`config.mk`:
```
export PLATFORM = sky130hd
export DESIGN_NAME = sdram_ctrl_if_gen
export DESIGN_NICKNAME = d
export VERILOG_FILES = /design/src/rtl/sdram_ctrl_if_gen.sv
export SDC_FILE = /design/constraint.sdc
export NUM_CORES = 1
export LEC_CHECK = 0
export CAP_MARGIN = 20
export CELL_PAD_IN_SITES_DETAIL_PLACEMENT = 1
export CELL_PAD_IN_SITES_GLOBAL_PLACEMENT = 2
export CORE_ASPECT_RATIO = 0.8
export CORE_MARGIN = 5
export CORE_UTILIZATION = 33
export CTS_CLUSTER_DIAMETER = 150
export CTS_CLUSTER_SIZE = 25
export DETAILED_ROUTE_END_ITERATION = 6
export PLACE_DENSITY = 0.91
export SLEW_MARGIN = 5
export SYNTH_ARGS = -nofsm -noshare
export SYNTH_HDL_FRONTEND = slang
export SYNTH_SLANG_ARGS = --single-unit
```
`constraint.sdc`:
```
create_clock -name CLK -period 7.7 [get_ports CLK]
set_input_delay 1.54 -clock CLK [delete_from_list [all_inputs] [get_ports CLK]]
set_output_delay 1.54 -clock CLK [all_outputs]
set_load 0.01 [all_outputs]
```
`src/rtl/sdram_ctrl_if_gen.sv`:
```
// ============================================================================
// sdram_ctrl_if_gen : SDRAM host command decode, power-up init sequencer and
//                     free-running refresh scheduler with backlog counter
// Revision 1.0 : initial release
// ============================================================================
`default_nettype none

module sdram_ctrl_if_gen #(
  parameter int ASIZE           = 23,
  parameter int INIT_PER        = 24000,
  parameter int INIT_STEP       = 20,
  parameter int INIT_REF_CNT    = 8,
  parameter int REF_PER         = 1024,
  parameter int REF_BACKLOG_MAX = 4
) (
  input  logic             CLK,
  input  logic             RESET_N,
  input  logic [2:0]       CMD,
  input  logic [ASIZE-1:0] ADDR,
  input  logic             CM_ACK,
  input  logic             REF_ACK,
  input  logic             INIT_RESTART,
  output logic             NOP,
  output logic             READA,
  output logic             WRITEA,
  output logic [ASIZE-1:0] SADDR,
  output logic             REFRESH,
  output logic             PRECHARGE,
  output logic             LOAD_MODE,
  output logic             INIT_REQ,
  output logic             CMD_ACK,
  output logic             REF_REQ,
  output logic             REF_URGENT,
  output logic [$clog2(REF_BACKLOG_MAX+1)-1:0] REF_PENDING,
  output logic             REF_OVF,
  output logic             Sdram_Init_Done
);

  localparam int PW     = $clog2(REF_BACKLOG_MAX + 1);
  localparam int TAIL   = (INIT_REF_CNT + 2) * INIT_STEP;
  localparam int T_LMR  = INIT_PER + TAIL;
  localparam int T_DONE = T_LMR + 1;
  localparam int CW     = $clog2(T_DONE + 1);
  localparam int TW     = $clog2(REF_PER + TAIL);

  localparam logic [CW-1:0] C_INIT_PER = CW'(INIT_PER);
  localparam logic [CW-1:0] C_T_PRE    = CW'(INIT_PER + INIT_STEP);
  localparam logic [CW-1:0] C_T_LMR    = CW'(T_LMR);
  localparam logic [CW-1:0] C_T_DONE   = CW'(T_DONE);
  localparam logic [TW-1:0] C_TMR_INIT = TW'(REF_PER - 1 + TAIL);
  localparam logic [TW-1:0] C_TMR_PER  = TW'(REF_PER - 1);
  localparam logic [PW-1:0] C_BMAX     = PW'(REF_BACKLOG_MAX);

  logic [CW-1:0]    init_cnt_q, init_cnt_d;
  logic [TW-1:0]    ref_timer_q, ref_timer_d;
  logic [PW-1:0]    pend_q, pend_d;
  logic             ovf_q, ovf_d;
  logic             nop_q, nop_d, reada_q, reada_d, writea_q, writea_d;
  logic [ASIZE-1:0] saddr_q;
  logic             refresh_q, refresh_d, precharge_q, precharge_d;
  logic             load_mode_q, load_mode_d, init_req_q, init_req_d;
  logic             cmd_ack_q, cmd_ack_d;
  logic             w_done, w_ref_load, w_expire;

  assign w_done = (init_cnt_q == C_T_DONE);

  // The timer is held through the cycle after the wait ends so that the
  // first expiry lands exactly REF_PER cycles after LOAD_MODE.
  assign w_ref_load = (init_cnt_q <= C_INIT_PER);
  assign w_expire   = !w_ref_load && (ref_timer_q == '0);

  always_comb begin
    init_cnt_d  = init_cnt_q;
    ref_timer_d = ref_timer_q;
    pend_d      = pend_q;
    ovf_d       = ovf_q;
    refresh_d   = 1'b0;

    if (INIT_RESTART)
      init_cnt_d = '0;
    else if (init_cnt_q != C_T_DONE)
      init_cnt_d = init_cnt_q + CW'(1);

    init_req_d  = (init_cnt_q < C_INIT_PER);
    precharge_d = (init_cnt_q == C_T_PRE);
    load_mode_d = (init_cnt_q == C_T_LMR);
    for (int k = 2; k <= INIT_REF_CNT + 1; k++) begin
      if (init_cnt_q == CW'(INIT_PER + k * INIT_STEP))
        refresh_d = 1'b1;
    end

    nop_d     = (CMD == 3'b000);
    reada_d   = (CMD == 3'b001) && w_done;
    writea_d  = (CMD == 3'b010) && w_done;
    cmd_ack_d = CM_ACK && !cmd_ack_q;

    if (w_ref_load)
      ref_timer_d = C_TMR_INIT;
    else if (ref_timer_q == '0)
      ref_timer_d = C_TMR_PER;
    else
      ref_timer_d = ref_timer_q - TW'(1);

    if (w_expire && !REF_ACK && (pend_q == C_BMAX))
      ovf_d = 1'b1;

    if (INIT_RESTART)
      pend_d = '0;
    else if (w_expire && !REF_ACK) begin
      if (pend_q != C_BMAX)
        pend_d = pend_q + PW'(1);
    end else if (REF_ACK && !w_expire && (pend_q != '0))
      pend_d = pend_q - PW'(1);
  end

  always_ff @(posedge CLK or negedge RESET_N) begin
    if (!RESET_N) begin
      init_cnt_q  <= '0;
      ref_timer_q <= '0;
      pend_q      <= '0;
      ovf_q       <= 1'b0;
      nop_q       <= 1'b0;
      reada_q     <= 1'b0;
      writea_q    <= 1'b0;
      saddr_q     <= '0;
      refresh_q   <= 1'b0;
      precharge_q <= 1'b0;
      load_mode_q <= 1'b0;
      init_req_q  <= 1'b0;
      cmd_ack_q   <= 1'b0;
    end else begin
      init_cnt_q  <= init_cnt_d;
      ref_timer_q <= ref_timer_d;
      pend_q      <= pend_d;
      ovf_q       <= ovf_d;
      nop_q       <= nop_d;
      reada_q     <= reada_d;
      writea_q    <= writea_d;
      saddr_q     <= ADDR;
      refresh_q   <= refresh_d;
      precharge_q <= precharge_d;
      load_mode_q <= load_mode_d;
      init_req_q  <= init_req_d;
      cmd_ack_q   <= cmd_ack_d;
    end
  end

  assign NOP             = nop_q;
  assign READA           = reada_q;
  assign WRITEA          = writea_q;
  assign SADDR           = saddr_q;
  assign REFRESH         = refresh_q;
  assign PRECHARGE       = precharge_q;
  assign LOAD_MODE       = load_mode_q;
  assign INIT_REQ        = init_req_q;
  assign CMD_ACK         = cmd_ack_q;
  assign REF_PENDING     = pend_q;
  assign REF_REQ         = (pend_q != '0);
  assign REF_URGENT      = (pend_q == C_BMAX);
  assign REF_OVF         = ovf_q;
  assign Sdram_Init_Done = w_done;

endmodule

`default_nettype wire

```
==> results of run 1 <==
[cell type report]
type / count / area, sq um
clock inverters: 5 / 81.33
repair buffers: 69 / 683.2
well taps: 108 / 135.1
flip-flops and latches: 61 / 1526
fillers: 877 / 4272
clock buffers: 11 / 151.4
inverters: 6 / 22.52
multi-input cells: 161 / 1111
[sequential cells by signal, indices dropped and copies added (netlist names), 3 cells and up]
name	cells
SADDR	23
init_cnt_q	15
ref_timer_q	11
REF_PENDING	3
[stage by stage]
step	area (sq um)	worst slack (ps)	power (uW)
finish	3711	3619	779.2
global route	3711	3495	821.8
CTS	3711	3597	793.3
detailed placement	3478	4032	460.2
global placement	3478	4093	456.1
floorplan	2724	4726	391.9
[power by group through the flow]
stage | Combinational, uW | Clock [uW] | Sequential, uW
detailed placement | 107 | 0 | 353
global route | 117 | 355 | 350
finish | 106 | 326 | 347
floorplan | 37.3 | 0 | 355
global placement | 104 | 0 | 352
CTS | 108 | 338 | 347
[cells in the final DEF, fill, tap and decap left out, types with 3 or more instances in the layout]
master / netlist / layout
a21oi_1: 10 / 10
a311o_1: 3 / 3
and3_1: 4 / 4
clkbuf_8: 0 / 11
clkdlybuf4s50_1: 0 / 67
dfrtp_1: 61 / 61
ha_1: 6 / 6
inv_1: 6 / 6
mux2i_1: 3 / 3
nand2_1: 15 / 15
nand2b_1: 4 / 4
nand3_1: 11 / 11
nor2_1: 26 / 26
nor2b_1: 3 / 3
nor3_1: 10 / 10
nor3_2: 3 / 3
nor4_1: 3 / 3
o21ai_0: 4 / 4
or3_1: 3 / 3
xnor2_1: 10 / 10
xor2_1: 8 / 8
[cell families after synthesis]
family	share of synthesized area (%)
compound gates	7.809
xor+xnor	5.788
fa+ha+maj	2.756
buf+inv	3.169
flops	56.04
mux	1.102
simple gates	23.33
[routing by layer]
layer  vias up  global-route usage [%]  share of wire, %
met5         -                       0                 0
met4         0                   3.951              0.58
met3         2                   6.246               6.8
met2        71                   23.64                47
met1      1016                   19.04                45
li1        979                       -                 -
[worst min path at each step]
stage / startpoint / endpoint / depth (start not counted)
after CTS: CMD_ACK / CMD_ACK / 1
after floorplan: ref_timer_q[0] / ref_timer_q[0] / 1
after global placement: CMD_ACK / CMD_ACK / 1
final: CMD_ACK / CMD_ACK / 1
after detailed placement: CMD_ACK / CMD_ACK / 1
after global routing: CMD_ACK / CMD_ACK / 1
==> run metrics, run 1 <==
net count after synthesis 276; remaining design rule violation count 0; setup TNS after final layout 0 ps; biggest area contributors in the synthesized netlist dfrtp_1 (56%), nor2_1 (3.6%), xnor2_1 (3.2%); antenna cells 0; nets between 300 and 400; Yosys warning count 0; Clk network pwr share a little over two fifths; library cell used as clock root buffer clkbuf_8; width of the chip 111.6 um; cell internal pwr 593.3 uW; power per unit of standard cell area 210.0 mW/mm^2; CTS tree built; run status finished clean; length in cells of the worst reg-to-reg path 12; cell with the biggest individual delay on the critical path clkdlybuf4s50_1; endpoint class of the critical path output pin; vertical extent of the die 91.26 um; area share of the largest cell type after synthesis between 50% and 60%; setup-violating endpoint count in the final report 0; ordered cell list for the critical path inv_1 > ha_1 > or4bb_1 > nor4_4 > clkdlybuf4s50_1; Worst Path Required 6160 ps; Worst Setup SP init_cnt_q[1]; post-layout util between 40% and 50%; Sw Ratio 23.85%; launching point of the worst reg2reg path init_cnt_q[1]; initial antenna violation count 0; routed wire length per instance roughly 17 um; count of different cell masters after synthesis 51; sum of net half-perimeters after detailed placement 5.239 mm; max-slew violations 0; layout cells sized above 1 under 10%; combined buffer and inverter count along the critical path 2; total routing resource utilization after global routing about 15%; final number of hold-violating endpoints 0; Resized cells post-CTS 0; count of vias placed by the detailed router 2068; arrival time of data at the critical path endpoint ~2500 ps; worst-case clock skew 7.327 ps; number of instances in the placed design 405; via count normalized by instance count 4.912; number of top-level pins 69; Async SR Flop Fraction 100.0%; Slew headroom around half; Hold WC Path Type reg2reg; kind of launch point of the worst setup path flip-flop; Worst Tran Pin Value around 770 ps; clock latency reported for the late side of the worst-skew pair 340 ps; Final min period ~4100 ps; Register-to-Register Setup Slack 4560 ps; count of H-tree levels built during CTS 3; Routed Antenna Nets 0; Seq cells post-synth 61; buffer count from post-CTS setup fixing 0; kind of cell adding the most delay to the critical path simple AND/OR/NAND/NOR gates; standard-cell rows 29; sum of routed wire length over all layers approximately 7.2 mm; Die Outline Area 0.01018 sq mm; core area 0.007983 sq mm; largest net degree at the start of global routing between 60 and 70; top post-synthesis cells by count dfrtp_1 (61), nor2_1 (26), nand2_1 (15); GPL Wtd Cong 0.7586; power share of the combinational group a little over an eighth; post-synthesis cell type with the largest combined area dfrtp_1; initial core utilization 34.12%; global-route wire length before repair 12.06 mm; final period utilization 53.00%; Cell Area, Synth 0.002724 sq mm; Worst path depth 5; area growth from synthesis to final layout 36.24%; synthesized instance count 239; fraction of power consumed by sequential logic between 40 and 50%; RR Endpoint REF_PENDING[2]; number of buffers inserted during clock tree synthesis 9; part of the Yosys area used for sequential elements 56.04%; starting DRC count in detailed routing 89; worst hold-check slack 463.4 ps; Layout Cells excl Fill ~420; type of the worst setup path reg2out; Initial DRT Pass Iterations 4; number of buffers added on ports ~70; switching power 185.8 uW; MaxCap Viol Count 0; maximum fanout along the worst path 6; vias in the first global route about 2200; top achievable clock speed 245.0 MHz; overall overflow remaining after global route 0; # hold bufs at CTS 0; clock sinks 61; termination of the worst setup path Sdram_Init_Done; Peak supply drop between 90 and 100 uV; critical path's largest stage delay between 600 and 700 ps; Lkg Pwr 0.001521 uW; most frequent cell after synthesis dfrtp_1; Synth Flop Type dfrtp_1; RSZ-0062 raised after global routing false; number of buffers on the longest clock path 2; number of synthesized flops with an enable pin 0; CTS clock-pin slew for the worst setup and hold paths 70 ps; average cell area after synthesis 11.40 sq um
No activity file was read; power rests on OpenSTA's default activity.
==> run 2, diff against run 1 <==
Settings changed: CORE_UTILIZATION 33 to 31, PLACE_DENSITY 0.91 to 0.86.
Clock period 7.7 ns to 4.1 ns, I/O delays scaled along.
==> run metrics, run 2 (same netlist as run 1, synthesis figures left out) <==
kind of launch point of the worst setup path flip-flop; count of H-tree levels built during CTS 3 (unchanged); buffer count from post-CTS setup fixing 0 (unchanged); setup-violating endpoint count in the final report 0 (unchanged); final number of hold-violating endpoints 0 (unchanged); top achievable clock speed 297.4 MHz; largest net degree at the start of global routing 41 (-34%); RSZ-0062 raised after global routing false; commonest non-fill, non-tap cells in the layout clkdlybuf4s50_1 (67), dfrtp_1 (61), nor2_1 (26), nand2_1 (15), nand3_1 (11); clock sinks 61 (unchanged); MaxCap Viol Count 0 (unchanged); initial core utilization 31.97% (-2.2 points); GPL Wtd Cong 0.7889 (+4.0%); sum of net half-perimeters after detailed placement 4.802 mm (-8.3%); Worst Slack Setup Final 738.0 ps (-2881 ps); width of the chip 114.8 um (+2.9%); standard-cell rows 30 (+3.4%); Die Outline Area 0.01077 sq mm (+5.8%); number of fillers in the final layout 950 (+8.3%); overall overflow remaining after global route 0 (unchanged); Worst Tran Pin Value 866.9 ps (+100.5 ps); Routed Antenna Nets 0 (unchanged); core area 0.008521 sq mm (+6.7%); area occupied by multi-input gates 0.001111 sq mm (unchanged); endpoint class of the critical path output pin; cell with the biggest individual delay on the critical path clkdlybuf4s50_1; critical path's largest stage delay 630 ps (about the same); Peak supply drop 236.0 uV (+150%); area growth from synthesis to final layout 34.91%; arrival time of data at the critical path endpoint 2540 ps (about the same); kind of cell adding the most delay to the critical path simple AND/OR/NAND/NOR gates; type of the worst setup path reg2out; Initial DRT Pass Iterations 4 (unchanged); worst-case clock skew 7.855 ps (+0.5285 ps); max reg flops 23 (unchanged); final period utilization 82.00%; number of buffers on the longest clock path 2 (unchanged); max-slew violations 0 (unchanged); remaining design rule violation count 0 (unchanged); Hold WC Path Type reg2reg; # hold bufs at CTS 0 (unchanged); combined buffer and inverter count along the critical path 2 (unchanged); Lkg Pwr 0.001497 uW (-1.6%); power per unit of standard cell area 373.0 mW/mm^2 (+78%); nets 345 (unchanged); layout cells sized above 1 9.265% (-0.32 points); number of buffers added on ports 68 (unchanged); count of vias placed by the detailed router 2047 (-1.0%); number of top-level pins 69 (unchanged); routed wire length per instance 16.05 um (-6.3%); library cell used as clock root buffer clkbuf_8; number of buffers inserted during clock tree synthesis 9 (unchanged); commonest non-fill, non-tap cell in the layout clkdlybuf4s50_1; Slew headroom 42.21% (-6.5 points); Worst Path Required 3280 ps (-2880 ps); run status finished clean; vertical extent of the die 93.84 um (+2.8%); ordered cell list for the critical path inv_1 > ha_1 > or4bb_1 > nor4_4 > clkdlybuf4s50_1; via count normalized by instance count 4.816 (-1.9%); Final min period 3362 ps; clock latency reported for the late side of the worst-skew pair 340 ps (about the same); sum of routed wire length over all layers 6.820 mm (-5.4%); sequential standard cell area 0.001526 sq mm (unchanged); total routing resource utilization after global routing 13.07% (-1.9 points); maximum fanout along the worst path 6 (unchanged); global-route wire length before repair 10.99 mm (-8.9%); CTS tree built; worst slack after detailed placement 1088 ps (-2944 ps); CTS clock-pin slew for the worst setup and hold paths 70 ps (about the same); setup TNS after final layout 0 ps (unchanged); antenna cells 0 (unchanged); initial antenna violation count 0 (unchanged); vias in the first global route 2165 (-1.4%); Resized cells post-CTS 0 (unchanged); starting DRC count in detailed routing 49 (-45%)
==> run 2: cell types whose count changed in the layout (fill, tap and decap cells not counted) <==
| cell | change |
|---|---|
| clkbuf_1 | +1 |
| clkbuf_8 | -2 |
| clkinv_2 | +1 |
| clkinv_4 | +1 |
| bufinv_16 | -1 |
| inv_6 | -1 |
| clkinvlp_4 | +1 |
==> run 2: layout make-up <==
| class | instances | area share [%] |
|---|---|---|
| inverter | 6 | 0.6129 |
| tap | 112 | 3.813 |
| sequential | 61 | 41.54 |
| timing repair buffer | 69 | 18.59 |
| clock inverter | 6 | 1.736 |
| multi-input combinational | 161 | 30.24 |
| clock buffer | 10 | 3.473 |
==> run 2: metal layers <==
metal	up-vias	track usage, %	routed length [um]	share of wire [%]
met1	1002	17.51	3377	50
met5	-	0	0	0
met3	8	3.606	399	5.9
li1	978	-	-	-
met2	59	19.82	2928	43
met4	0	5.572	115	1.7
==> run 2: worst register-to-register path, delay by kind of cell, from the launching register on <==
kind,cells,cell delay [ps]
XOR/XNOR,1,140
AND/OR/NAND/NOR,6,1400
adder cells (fa/ha/maj),2,380
AO/OA/AOI/OAI,2,390
buffers and inverters,1,110
flip-flops,1,420
==> run 2: report_power, final <==
group	internal, uW	total, uW	switching, uW
clock	279	522	242
sequential	625	652	26.7
combinational	112	197	84.7
==> run 2: path summary, 6_finish.rpt <==
check	start	to	slack, ps	cells past startpoint
worst max-delay path	init_cnt_q[1]	Sdram_Init_Done	740	5
worst min-delay path	CMD_ACK	CMD_ACK	430	1
worst max register to register	init_cnt_q[0]	REF_PENDING[2]	1140	12
worst min register to register	CMD_ACK	CMD_ACK	430	1
max in group asynchronous	RESET_N	ref_timer_q[7]	2680	2
min in group asynchronous	RESET_N	SADDR[8]	590	1
==> run 2: through the flow <==
step	instances	utilization [%]	total power (uW)	hold WS (ps)	cell area (sq um)
after CTS	425	43.13	1397	432.8	3675
after global routing	425	43.13	1442	485.7	3675
after global placement	409	40.88	857.4	413.2	3483
final	425	43.13	1371	429.5	3675
after floorplan	239	-	736.0	441.5	2724
after detailed placement	409	40.88	861.4	422.7	3483
